<file path="config.mk">
export PLATFORM = sky130hd
export DESIGN_NAME = cache_refill_buffer
export DESIGN_NICKNAME = d
export VERILOG_FILES = /design/src/rtl/cache_refill_buffer_pkg.sv /design/src/rtl/cache_refill_buffer_line_assembler.sv /design/src/rtl/cache_refill_buffer.sv
export SDC_FILE = /design/constraint.sdc
export NUM_CORES = 1
export LEC_CHECK = 0
export BUFFER_PORTS_ARGS = -buffer_cell sky130_fd_sc_hd__buf_2
export CAP_MARGIN = 20
export CORE_MARGIN = 1
export CORE_UTILIZATION = 35
export DETAILED_ROUTE_END_ITERATION = 8
export GPL_ROUTABILITY_DRIVEN = 0
export PLACE_DENSITY = 0.58
export SLEW_MARGIN = 20
export SYNTH_ARGS = -nofsm -noshare
export SYNTH_HDL_FRONTEND = slang
export SYNTH_HIERARCHICAL = 1
export SYNTH_SLANG_ARGS = --single-unit
</file>
<file path="constraint.sdc">
create_clock -name clk -period 2.7 [get_ports clk]
set_input_delay 0.405 -clock clk [delete_from_list [all_inputs] [get_ports clk]]
set_output_delay 0.405 -clock clk [all_outputs]
set_load 0.01 [all_outputs]
</file>
<file path="src/rtl/cache_refill_buffer_pkg.sv">
// Shared definitions for the cache line refill path: FSM state encoding,
// line geometry and read-mux hit encodings.
package cache_refill_buffer_pkg;

   typedef enum logic [1:0] {
      ST_IDLE  = 2'd0,
      ST_REQ   = 2'd1,
      ST_RECV  = 2'd2,
      ST_WRITE = 2'd3
   } state_t;

   localparam int LINE_WORDS = 4;
   localparam int CNT_W      = $clog2(LINE_WORDS);
   localparam int OFFSET_LSB = 2;
   localparam int OFFSET_MSB = 3;

   localparam logic [1:0] HIT_WAY1 = 2'b01;
   localparam logic [1:0] HIT_WAY2 = 2'b10;
   localparam logic [1:0] HIT_NONE = 2'b00;

endpackage

</file>
<file path="src/rtl/cache_refill_buffer_line_assembler.sv">
// Collects returned memory beats into one cache line, tracking which
// words have landed so the miss path can release on the critical word.
module cache_refill_buffer_line_assembler
   import cache_refill_buffer_pkg::*;
#(
   parameter int WORD_W = 32
) (
   input  logic                         clk,
   input  logic                         rst,
   input  logic                         clr,
   input  logic                         beat_we,
   input  logic [WORD_W-1:0]            beat_data,
   output logic [CNT_W-1:0]             cnt,
   output logic [WORD_W*LINE_WORDS-1:0] m_data,
   output logic [LINE_WORDS-1:0]        word_valid
);

   logic [LINE_WORDS-1:0] lane_we;

   // Beats arrive in ascending word order, so the counter selects the lane.
   always_comb begin
      lane_we = '0;
      if (beat_we) begin
         lane_we[cnt] = 1'b1;
      end
   end

   always_ff @(posedge clk) begin
      if (rst || clr) begin
         cnt        <= '0;
         m_data     <= '0;
         word_valid <= '0;
      end else if (beat_we) begin
         for (int n = 0; n < LINE_WORDS; n++) begin
            if (lane_we[n]) begin
               m_data[n*WORD_W +: WORD_W] <= beat_data;
               word_valid[n]              <= 1'b1;
            end
         end
         cnt <= cnt + CNT_W'(1);
      end
   end

endmodule

</file>
<file path="src/rtl/cache_refill_buffer.sv">
// Refill engine for the cache write side: issues one line read on a miss,
// assembles the returned beats and writes the line into the victim way.
module cache_refill_buffer
   import cache_refill_buffer_pkg::*;
#(
   parameter int ADDR_W     = 32,
   parameter int WORD_W     = 32,
   parameter int LINE_WORDS = 4
) (
   input  logic                         clk,
   input  logic                         rst,
   input  logic                         miss_req,
   input  logic [ADDR_W-1:0]            miss_addr,
   input  logic [1:0]                   miss_way,
   output logic                         busy,
   output logic                         mem_rd_req,
   output logic [ADDR_W-1:0]            mem_rd_addr,
   input  logic                         mem_rd_ack,
   input  logic                         ret_valid,
   input  logic [WORD_W-1:0]            ret_data,
   input  logic                         ret_last,
   output logic [WORD_W*LINE_WORDS-1:0] m_data,
   output logic [LINE_WORDS-1:0]        word_valid,
   output logic                         crit_ready,
   output logic                         wr_en,
   output logic [1:0]                   wr_way,
   output logic [ADDR_W-1:0]            wr_addr,
   output logic                         refill_done,
   output logic                         proto_err
);

   state_t                   state;
   logic [ADDR_W-1:0]        line_addr_q;
   logic [1:0]               crit_idx_q;
   logic [1:0]               way_q;
   logic [CNT_W-1:0]         cnt;
   logic                     clr;
   logic                     beat_we;
   logic                     final_beat;
   logic                     unused_byte_offset;

   assign unused_byte_offset = ^miss_addr[OFFSET_LSB-1:0];

   assign clr        = (state == ST_IDLE) && miss_req;
   assign beat_we    = (state == ST_RECV) && ret_valid;
   assign final_beat = (cnt == CNT_W'(LINE_WORDS - 1));

   cache_refill_buffer_line_assembler #(
      .WORD_W    (WORD_W)
   ) u_line_assembler (
      .clk        (clk),
      .rst        (rst),
      .clr        (clr),
      .beat_we    (beat_we),
      .beat_data  (ret_data),
      .cnt        (cnt),
      .m_data     (m_data),
      .word_valid (word_valid)
   );

   // Refill sequencing; a beat outside RECV never reaches the assembler.
   always_ff @(posedge clk) begin
      if (rst) begin
         state       <= ST_IDLE;
         busy        <= 1'b0;
         mem_rd_req  <= 1'b0;
         line_addr_q <= '0;
         crit_idx_q  <= '0;
         way_q       <= '0;
         wr_en       <= 1'b0;
         refill_done <= 1'b0;
         proto_err   <= 1'b0;
      end else begin
         case (state)
            ST_IDLE: begin
               if (miss_req) begin
                  line_addr_q <= {miss_addr[ADDR_W-1:OFFSET_MSB+1], {(OFFSET_MSB+1){1'b0}}};
                  crit_idx_q  <= miss_addr[OFFSET_MSB:OFFSET_LSB];
                  way_q       <= miss_way;
                  mem_rd_req  <= 1'b1;
                  busy        <= 1'b1;
                  state       <= ST_REQ;
               end
            end
            ST_REQ: begin
               if (mem_rd_ack) begin
                  mem_rd_req <= 1'b0;
                  state      <= ST_RECV;
               end
            end
            ST_RECV: begin
               if (beat_we) begin
                  // ret_last must coincide exactly with the fourth beat.
                  if (ret_last != final_beat) begin
                     proto_err <= 1'b1;
                  end
                  if (final_beat) begin
                     wr_en       <= 1'b1;
                     refill_done <= 1'b1;
                     state       <= ST_WRITE;
                  end
               end
            end
            ST_WRITE: begin
               wr_en       <= 1'b0;
               refill_done <= 1'b0;
               busy        <= 1'b0;
               state       <= ST_IDLE;
            end
            default: begin
               state <= ST_IDLE;
            end
         endcase
      end
   end

   assign mem_rd_addr = line_addr_q;
   assign wr_addr     = line_addr_q;
   assign wr_way      = way_q;
   assign crit_ready  = word_valid[crit_idx_q];

endmodule

</file>
# Word level (Yosys, flattened, before mapping)
# Cells that the tools add are included.
# totals
register_bits	172
wordCells	65
output_inout_bits	204
# classes
order_cmp	3
eq_ne	9
n_reduce_logical	18
muxes	17
n_addsub	1
# ops
op	count
AND reduction 2 bit	6
AND reduction 3 bit	3
2-to-1 mux 2 bit	4
!= test 2 bit, second input constant	4
one-hot mux 2 bit (4 select lines)	1
== test 2 bit, second input constant	3
< comparator 2 x 3 -> 1 bit, second input constant	2
2-to-1 mux 1 bit	6
one-hot mux 1 bit (2 select lines)	3
nonzero test 2 bit	3
2-to-1 mux 4 bit	1
AND reduction 4 bit	1
logical AND 1 bit	3
adder 2 x 1 -> 2 bit, second input constant	1
binary-select mux 1 bit (select 2 bit)	1
demux 1 bit (select 2 bit)	1
== test 2 x 1 -> 1 bit, second input constant	1
greater-or-equal comparator 2 x 1 -> 1 bit, second input constant	1
zero test 2 bit	1
logical OR 1 bit	1
!= test 1 bit	1

# Depth between registers and ports, before layout
# Gate-level depths: netlist of the first run.
# logic_depth
ltp_word	6
mapped_depth	10
mapped_depth_nobuf	6

# Modules after synthesis
# The synthesis of the first run kept the hierarchy.
# by_module_without_submodules
mod	seq_area_each_um2	area_each_um2	instances	cells_per_inst
cache_refill_buffer_line_assembler	2682.6	6010.8	1	609
cache_refill_buffer	760.7	1750.4	1	218

# Worst setup path after synthesis of the first run
# OpenSTA, ideal clock, no wires.
# synth_timing
path_kind	reg-to-reg
start	reg state[0]
end	reg u_line_assembler.m_data[0]
n_path_buf	4
setup_ns	0.066
arrival_ns	1.724
path_slack_ns	0.910
stages_incl_launch_ff	11
t_required_ns	2.634
path_cell_list	dfxtp_1 > inv_1 > ha_1 > nand2_1 > inv_2 > buf_2 > or2_1 > buf_6 > buf_6 > buf_6 > a21oi_2
# synth_between
word_cells_on_any_way	7
cone_classes	eq/ne: 1; mux: 1; reduce/logical: 5
# synth_lines
element	line_no	text
from (decl)	cache_refill_buffer.sv:32	state_t state;
from (signal assigned)	cache_refill_buffer.sv:64	state <= ST_IDLE;
from (signal assigned)	cache_refill_buffer.sv:82	state <= ST_REQ;
from (signal assigned)	cache_refill_buffer.sv:88	state <= ST_RECV;
zero test 2 bit	cache_refill_buffer.sv:44	assign clr = (state == ST_IDLE) && miss_req;
logical AND 1 bit	cache_refill_buffer.sv:44	
net clr	cache_refill_buffer.sv:37	logic clr;
logical OR 1 bit	cache_refill_buffer_line_assembler.sv:29	if (rst || clr) begin
to (signal, indexed assignment)	cache_refill_buffer_line_assembler.sv:36	m_data[n*WORD_W +: WORD_W] <= beat_data;
to (decl)	cache_refill_buffer_line_assembler.sv:14	output logic [WORD_W*LINE_WORDS-1:0] m_data,
# The timed path passes the listed nets, and every way through them passes these cells.
# A chain may end at the register's enable or synchronous reset.

# Worst setup path after layout of the first run
# layout_timing
start	reg state[0]
end	reg u_line_assembler.m_data[19]
# layout_between
elab_chain_len	4
word_cells_on_any_way	7
cone_classes	eq/ne: 1; mux: 1; reduce/logical: 5
# layout_rtl
element	line_no	text
== test 2 bit	cache_refill_buffer.sv:45	assign beat_we = (state == ST_RECV) && ret_valid;
logical AND 1 bit	cache_refill_buffer.sv:45	
2-to-1 mux 4 bit	cache_refill_buffer_line_assembler.sv:23	if (beat_we) begin
AND reduction 2 bit (no source line)	n/a	
# Parallel ways exist; a longest one is shown, timed or not.

==> impl_metrics.json, run 1 <==
{
  "status": "finished clean",
  "grt-ovfl-total": 0,
  "hold_depth": 3,
  "hold_violations": 0,
  "dieWidth_microns": 151,
  "synth.top_cells.by_count": "dfxtp_1 (172), nand3_1 (129), a21oi_1 (108)",
  "ys_seq_area_frac": 0.444,
  "grt_pass1_vias": 5647,
  "routed.top_layer": "met4",
  "path_clk_slew_ns": 0.07,
  "viasPerCell": 4.95,
  "power.leakage_nw": 4.05,
  "met3_length_mm": 1.36,
  "fill_cells": 2155,
  "fp-row-count": 54,
  "ant_nets": 0,
  "worstSkewPairLatency_ns": 0.42,
  "cts.sink_count": 172,
  "die_height_microns": 151,
  "cts_resized": 0,
  "grt_use_total": 0.178,
  "grt_max_degree": 103,
  "crit_fanout": 42,
  "ioPinCount": 276,
  "worst_r2r_path_depth": 7,
  "cts_hold_buf": 0,
  "yosys-top-cells-area": "dfxtp_1 (44%), a21bo_2 (8.9%), nand3_1 (8.3%)",
  "wl_mm": 20.7,
  "design_area_sq_um": 9520,
  "numCtsBuffers": 17,
  "rsz0062_at_grt": "no",
  "report.final.slew_viol_count": 0,
  "cts.path.max_buffers": 2,
  "slowest_delay_ns": 0.54,
  "stdcell_count": 1305,
  "vias": 6455,
  "cp_data_arrival_time_ns": 2.34,
  "tightest_slew_ns": 0.684,
  "antenna_found_initial": 0,
  "reg2reg_slack_ns": 0.65,
  "finalCritPeriodShare": 0.760,
  "dp.cells": 1273,
  "criticalPathCategory": "reg -> reg",
  "start_util": 0.357,
  "max_cap_violations": 0,
  "layout_min_cycle_time_ns": 2.05,
  "crit_start": "state[0]",
  "peakVddDrop_uv": 325,
  "coreArea_sq_um": 21800,
  "hp-class": "in -> reg",
  "cts_setup_buffers": 0,
  "synth_area_sq_um": 7760,
  "power-per-cell-area_nw_per_um2": 681,
  "portBuffers": 265,
  "h-tree-depth": 4,
  "min_to": "mem_rd_addr[29]",
  "synthArstFlopShare": 0,
  "yosys_warnings": 6,
  "synth_seq_cells": 172,
  "drive_above_1_share": 0.435,
  "end_kind": "register",
  "n_antenna_cell": 0,
  "slew_headroom": 0.544,
  "r2r-end": "u_line_assembler/m_data[19]",
  "rr_startpoint": "state[0]",
  "die-area_sq_um": 22800,
  "dpl.hpwl_mm": 13.3,
  "drtIter0Drc": 363,
  "avgSynthCellArea_sq_um": 9.38,
  "worstHoldStart": "miss_addr[29]",
  "start_kind": "register",
  "yosys.area.top_type": "dfxtp_1",
  "crit_chain": "inv_1 -> ha_1 -> nand2_1 -> inv_2 -> or2_4 -> buf_4 -> a21oi_1",
  "max_freq_mhz": 487,
  "dpl_cell_area_sq_um": 8930,
  "area.growth.synth_to_final_pct": 22.6,
  "yosysMostFrequentCell": "dfxtp_1",
  "netlist-cell-type-count": 33,
  "cts-root-buf": "clkbuf_16",
  "cp.required_ns": 2.99,
  "grt_first_pass_wirelength_mm": 31.4,
  "synthFlopType": "dfxtp_1",
  "drt-met1-wl_mm": 9.58,
  "fin_util": 0.437,
  "cts_tree": "built",
  "tns_ns": 0,
  "hold_ws_ns": 0.214,
  "crit_path_top_delay_cell": "or2_4",
  "final_net_count": 1093,
  "drc": 0,
  "wl_per_cell_microns": 15.9,
  "wl_met2_mm": 9.47,
  "synth_top_cell_area_share": 0.444,
  "setup_viol": 0,
  "fin_skew_ns": 0.00671,
  "synth-edff-count": 0,
  "drtPass1Iterations": 4,
  "syn-instance-count": 827
}
-- report_power, final --
part	leakage (nW)	internal (W)	total, W	switching [W]
logic	2.38	0.000400	0.00120	0.000803
registers	1.39	0.00269	0.00280	0.000110
clock network	0.284	0.00144	0.00248	0.00104
total	4.05	0.00453	0.00648	0.00195
-- metrics by stage --
stage | worst slack, ns | power [W]
finish | 0.648 | 0.00648
CTS | 0.616 | 0.00658
global placement | 0.650 | 0.00406
global route | 0.456 | 0.00681
detailed placement | 0.629 | 0.00407
floorplan | 0.910 | 0.00375
-- state kept, by name (all words and copies together) (netlist names), 2 cells and up --
name                         flops
crit_idx_q                       2
mem_rd_addr                     28
state                            2
u_line_assembler/cnt             2
u_line_assembler/m_data        128
u_line_assembler/word_valid      4
wr_way                           2
-- cell families (layout without fill, tap and decap cells) --
| family | Yosys count | after routing | share of synthesized area |
|---|---|---|---|
| mux | 3 | 3 | 0.00548 |
| simple gates | 210 | 210 | 0.126 |
| flops | 172 | 172 | 0.444 |
| xor+xnor | 1 | 1 | 0.00113 |
| other cells | 1 | 8 | 0.000483 |
| fa+ha+maj | 9 | 9 | 0.0145 |
| buf+inv | 127 | 318 | 0.0990 |
| compound gates | 304 | 304 | 0.310 |
-- cell type report --
| cell class | instances | area [sq um] | area share |
|---|---|---|---|
| multi-input cells | 535 | 3590 | 0.377 |
| well taps | 280 | 350 | 0.0368 |
| inverters | 8 | 30.0 | 0.00316 |
| repair buffers | 278 | 1510 | 0.159 |
| flip-flops and latches | 172 | 3440 | 0.362 |
| clock inverters | 9 | 111 | 0.0117 |
| clock buffers | 23 | 478 | 0.0502 |
-- layout by cell type, fill, tap and decap left out, types with 3 or more instances in the layout --
master       n
buf_2      265
dfxtp_1    172
nand3_1    129
a21oi_1    108
a21bo_2     69
nand2_1     66
a21oi_2     60
a21bo_1     59
clkbuf_16   17
conb_1       8
inv_1        7
buf_12       7
buf_4        6
nor2_1       6
ha_1         5
ha_2         4
o21ai_0      3
clkbuf_8     3
clkbuf_1     3
-- how the worst max path moves through the flow --
stage | cells after the start | end
floorplan | 10 | u_line_assembler/m_data[0]
global placement | 7 | u_line_assembler/m_data[119]
detailed placement | 7 | u_line_assembler/m_data[20]
CTS | 7 | u_line_assembler/m_data[20]
global route | 7 | u_line_assembler/m_data[27]
finish | 7 | u_line_assembler/m_data[19]
-- per-layer routing --
| layer | track usage | up-vias |
|---|---|---|
| met4 | 0.0620 | 0 |
| li1 | - | 3205 |
| met2 | 0.278 | 223 |
| met1 | 0.237 | 3009 |
| met5 | 0 | - |
| met3 | 0.0458 | 18 |
-- worst max-delay path: cells and delay by family, from the launching register on --
kind | cells | cell delay, ns
AOI/OAI and AO/OA | 1 | 0.08
DFF | 1 | 0.33
buffers and inverters | 3 | 0.68
and+or+nand+nor | 2 | 0.63
adders and majority gates | 1 | 0.17
Note: power is estimated with default switching activity, not from simulation.
==> run 2, diff against run 1 <==
- PLACE_DENSITY: 0.58 -> 0.6
- clock period: 2.7 -> 1.71 ns (I/O delays scaled with it)
==> impl_metrics.json, run 2 (synthesis gave the netlist of run 1 again) <==
{
  "status": "finished clean",
  "fin_ws_ns": 0.0227,
  "drc": 0,
  "antenna_found_initial": 0,
  "seqCellArea_sq_um": 3450,
  "peakVddDrop_uv": 588,
  "drive_above_1_share": 0.453,
  "routed.top_layer": "met4",
  "cts-root-buf": "clkbuf_16",
  "criticalPathCategory": "reg -> out",
  "path_clk_slew_ns": 0.07,
  "cts_setup_buffers": 0,
  "layout_min_cycle_time_ns": 1.69,
  "rsz0062_at_grt": "yes",
  "finalCritPeriodShare": 0.987,
  "cts.path.max_buffers": 2,
  "start_util": 0.357,
  "dp.cells": 1295,
  "cp.required_ns": 1.45,
  "power-per-cell-area_nw_per_um2": 1050,
  "cpLargestDelayFamily": "multiplexers",
  "dpl.hpwl_mm": 14.0,
  "coreArea_sq_um": 21800,
  "h-tree-depth": 4,
  "worstSkewPairLatency_ns": 0.42,
  "max_freq_mhz": 593,
  "drtPass1Iterations": 4,
  "hold_ws_ns": 0.0637,
  "grt_max_degree": 57,
  "die_height_microns": 151,
  "max_cap_violations": 0,
  "cts_hold_buf": 0,
  "ant_nets": 0,
  "hold_violations": 0,
  "start_kind": "register",
  "hp-class": "in -> reg",
  "crit_chain": "mux4_2 -> buf_6",
  "fill_cells": 2099,
  "fp-row-count": 54,
  "regMostFlops": "u_line_assembler/m_data",
  "tns_ns": 0,
  "ioPinCount": 276,
  "power.leakage_nw": 4.18,
  "crit_fanout": 2,
  "path_buf_inv": 1,
  "largest_reg_flops": 128,
  "cts.sink_count": 172,
  "numCtsBuffers": 17,
  "final_net_count": 1115,
  "multiInputGateArea_sq_um": 3590,
  "area.growth.synth_to_final_pct": 26.0,
  "final_common_cell": "buf_2",
  "fin_util": 0.449,
  "end_kind": "output port",
  "n_antenna_cell": 0,
  "wl_per_cell_microns": 15.5,
  "fin_skew_ns": 0.00813,
  "slowest_delay_ns": 0.53,
  "dieWidth_microns": 151,
  "cp_data_arrival_time_ns": 1.43,
  "portBuffers": 265,
  "layout_common_cells": "buf_2 (264), dfxtp_1 (169), nand3_1 (129)",
  "met3_length_mm": 1.50,
  "pre_cts_ws_ns": 0.137,
  "wl_mm": 20.6,
  "vias": 6517,
  "grt_pass1_vias": 5880,
  "stdcell_count": 1327,
  "setup_viol": 0,
  "report.final.slew_viol_count": 0,
  "grt-ovfl-total": 0,
  "crit_path_top_delay_cell": "mux4_2",
  "grt_use_total": 0.178,
  "drtIter0Drc": 209,
  "grt_first_pass_wirelength_mm": 31.4,
  "wl_met2_mm": 9.26,
  "viasPerCell": 4.91,
  "die-area_sq_um": 22800,
  "cts_tree": "built",
  "drt-met1-wl_mm": 9.54
}
[run 2: cell types whose count changed in the layout (fill, tap and decap cells not counted), moves of 2 or more]
| cell | previous run | this run |
|---|---|---|
| buf_12 | 7 | 16 |
| buf_4 | 6 | 19 |
| clkbuf_8 | 3 | 1 |
| clkinvlp_4 | 2 | 5 |
| dfxtp_1 | 172 | 169 |
| dfxtp_2 | 0 | 3 |
| inv_6 | 1 | 3 |
[run 2: worst min-delay path, stage by stage]
cell     delay, ns
buf_2         0.09
nand2_1       0.04
a21oi_1       0.05
[run 2: area by class of cell]
| type | instances | share of cell area |
|---|---|---|
| clock buffer | 20 | 0.0457 |
| multi-input combinational | 535 | 0.368 |
| tap | 280 | 0.0358 |
| sequential | 172 | 0.353 |
| inverter | 8 | 0.00307 |
| timing repair buffer | 300 | 0.184 |
| clock inverter | 12 | 0.0115 |
[run 2: final timing paths]
path | start | endpoint | slack [ns] | cells after the start
setup / recovery | crit_idx_q[0] | crit_ready | 0.02 | 2
hold reg to reg | proto_err | proto_err | 0.46 | 2
hold / removal | miss_addr[26] | mem_rd_addr[26] | 0.06 | 3
setup reg to reg | state[1] | u_line_assembler/m_data[23] | 0.12 | 7
[run 2: power breakdown]
group          internal [W]  switching [W]  total (W)
clock network       0.00206        0.00169    0.00375
logic              0.000759        0.00130    0.00206
registers           0.00424       0.000164    0.00441
[run 2: stage by stage]
step | total power [W] | instance area [sq um]
floorplan | 0.00594 | 7790
global placement | 0.00655 | 9210
detailed placement | 0.00656 | 9210
CTS | 0.0104 | 9780
global route | 0.0108 | 9780
finish | 0.0102 | 9780
[run 2: metal layers]
layer | track usage | up-vias
met5 | 0 | -
met1 | 0.227 | 3041
met4 | 0.0535 | 0
li1 | - | 3244
met3 | 0.0590 | 20
met2 | 0.281 | 212
[run 2: timing repair]
item                                    CTS  global route
endpoints found under the hold margin     0             0
gates cloned                              0             0
endpoints found under the setup margin    1             1
resized for setup                         2             0
==> run 3, diff against run 2 <==
- HOLD_SLACK_MARGIN: unset -> 0.15
==> impl_metrics.json, run 3 (synthesis gave the netlist of run 1 again) <==
{
  "wl_mm": 21.2,
  "power-per-cell-area_nw_per_um2": 992,
  "die_height_microns": 151,
  "numCtsBuffers": 17,
  "rr_startpoint": "state[0]",
  "hold_violations": 0,
  "cts_tree": "built",
  "grt_use_total": 0.183,
  "layout_common_cells": "buf_2 (264), dfxtp_1 (169), nand3_1 (129)",
  "h-tree-depth": 4,
  "final_common_cell": "buf_2",
  "crit_chain": "mux4_2 -> buf_6",
  "worstSkewPairLatency_ns": 0.42,
  "setup_viol": 0,
  "finalCritPeriodShare": 0.986,
  "drive_above_1_share": 0.427,
  "rsz0062_at_grt": "yes",
  "largest_reg_flops": 128,
  "fp-row-count": 54,
  "report.final.slew_viol_count": 0,
  "hp-class": "in -> reg",
  "layout_min_cycle_time_ns": 1.69,
  "grt_max_degree": 57,
  "power.leakage_nw": 4.45,
  "area.growth.synth_to_final_pct": 34.2,
  "drt-met1-wl_mm": 9.57,
  "drc": 0,
  "grt_pass1_vias": 6265,
  "start_kind": "register",
  "tns_ns": 0,
  "ioPinCount": 276,
  "drtIter0Drc": 195,
  "final_net_count": 1179,
  "cpLargestDelayFamily": "multiplexers",
  "vias": 6809,
  "cp_data_arrival_time_ns": 1.43,
  "regMostFlops": "u_line_assembler/m_data",
  "status": "finished clean",
  "antenna_found_initial": 0,
  "routed.top_layer": "met4",
  "cts_setup_buffers": 0,
  "dpl.hpwl_mm": 14.0,
  "cts.path.max_buffers": 2,
  "slowest_delay_ns": 0.53,
  "grt-ovfl-total": 0,
  "end_kind": "output port",
  "wl_per_cell_microns": 15.2,
  "max_freq_mhz": 593,
  "cts-root-buf": "clkbuf_16",
  "n_antenna_cell": 0,
  "drtPass1Iterations": 4,
  "grt_first_pass_wirelength_mm": 32.6,
  "max_cap_violations": 0,
  "fin_skew_ns": 0.00830,
  "hold_depth": 4,
  "die-area_sq_um": 22800,
  "fin_util": 0.479,
  "criticalPathCategory": "reg -> out",
  "path_buf_inv": 1,
  "crit_fanout": 2,
  "worstHoldStart": "mem_rd_ack",
  "ant_nets": 0,
  "path_clk_slew_ns": 0.07,
  "reg2reg_slack_ns": 0.12,
  "portBuffers": 265,
  "wl_met2_mm": 9.85,
  "crit_path_top_delay_cell": "mux4_2",
  "cts.sink_count": 172,
  "worst_r2r_path_depth": 7,
  "min_to": "mem_rd_req",
  "cp.required_ns": 1.45,
  "coreArea_sq_um": 21800,
  "viasPerCell": 4.90,
  "r2r-end": "u_line_assembler/m_data[16]",
  "p_total_w": 0.0103,
  "dieWidth_microns": 151,
  "start_util": 0.357,
  "peakVddDrop_uv": 592,
  "met3_length_mm": 1.46
}
-- run 3: cell types whose count changed in the layout (fill, tap and decap cells not counted) --
cell           delta
dlygate4sd3_1    +64
-- run 3: worst min-delay path, stage by stage --
cell	delay, ns
buf_2	0.09
inv_1	0.03
o21ai_0	0.14
a21oi_1	0.06
-- run 3: worst max-delay path by stage --
stage / startpoint / depth (start not counted) / endpoint
2_1_floorplan: state[0] / 10 / u_line_assembler/m_data[72]
3_3_place_gp: state[1] / 7 / u_line_assembler/m_data[120]
3_5_place_dp: state[0] / 7 / u_line_assembler/m_data[16]
4_1_cts: crit_idx_q[0] / 2 / crit_ready
5_1_grt: crit_idx_q[0] / 2 / crit_ready
6_report: crit_idx_q[0] / 2 / crit_ready
-- run 3: metal layers --
metal	vias to the layer above	track usage
li1	3373	-
met1	3179	0.231
met2	237	0.296
met3	20	0.0548
met4	0	0.0610
met5	-	0
-- run 3: final cells by class --
type / instances / area (sq um)
fillers: 2037 / 11300
repair buffers: 364 / 2440
well taps: 280 / 350
multi-input cells: 535 / 3590
inverters: 8 / 30.0
clock buffers: 20 / 447
flip-flops and latches: 172 / 3450
clock inverters: 12 / 113
-- run 3: what timing repair did --
action / in CTS / in global routing
hold buffers: 64 / 0
endpoints found under the hold margin: 157 / 0
resized for setup: 2 / 0
endpoints found under the setup margin: 1 / 1
-- run 3: through the flow --
step | hold slack, ns | cell area [sq um] | setup WS [ns] | cells
detailed placement | 0.447 | 9210 | 0.137 | 1295
finish | 0.212 | 10400 | 0.0245 | 1391
CTS | 0.196 | 10400 | -0.0263 | 1391
global route | 0.247 | 10400 | -0.0557 | 1391
global placement | 0.437 | 9210 | 0.180 | 1295
floorplan | 0.392 | 7790 | 0.0281 | 834
-- run 3: power breakdown --
part | switching, W | leakage, nW | internal, W | total [W]
Sequential | 0.000166 | 1.39 | 0.00424 | 0.00441
Clock | 0.00169 | 0.259 | 0.00206 | 0.00375
Combinational | 0.00132 | 2.80 | 0.000854 | 0.00218
Total | 0.00318 | 4.45 | 0.00716 | 0.0103
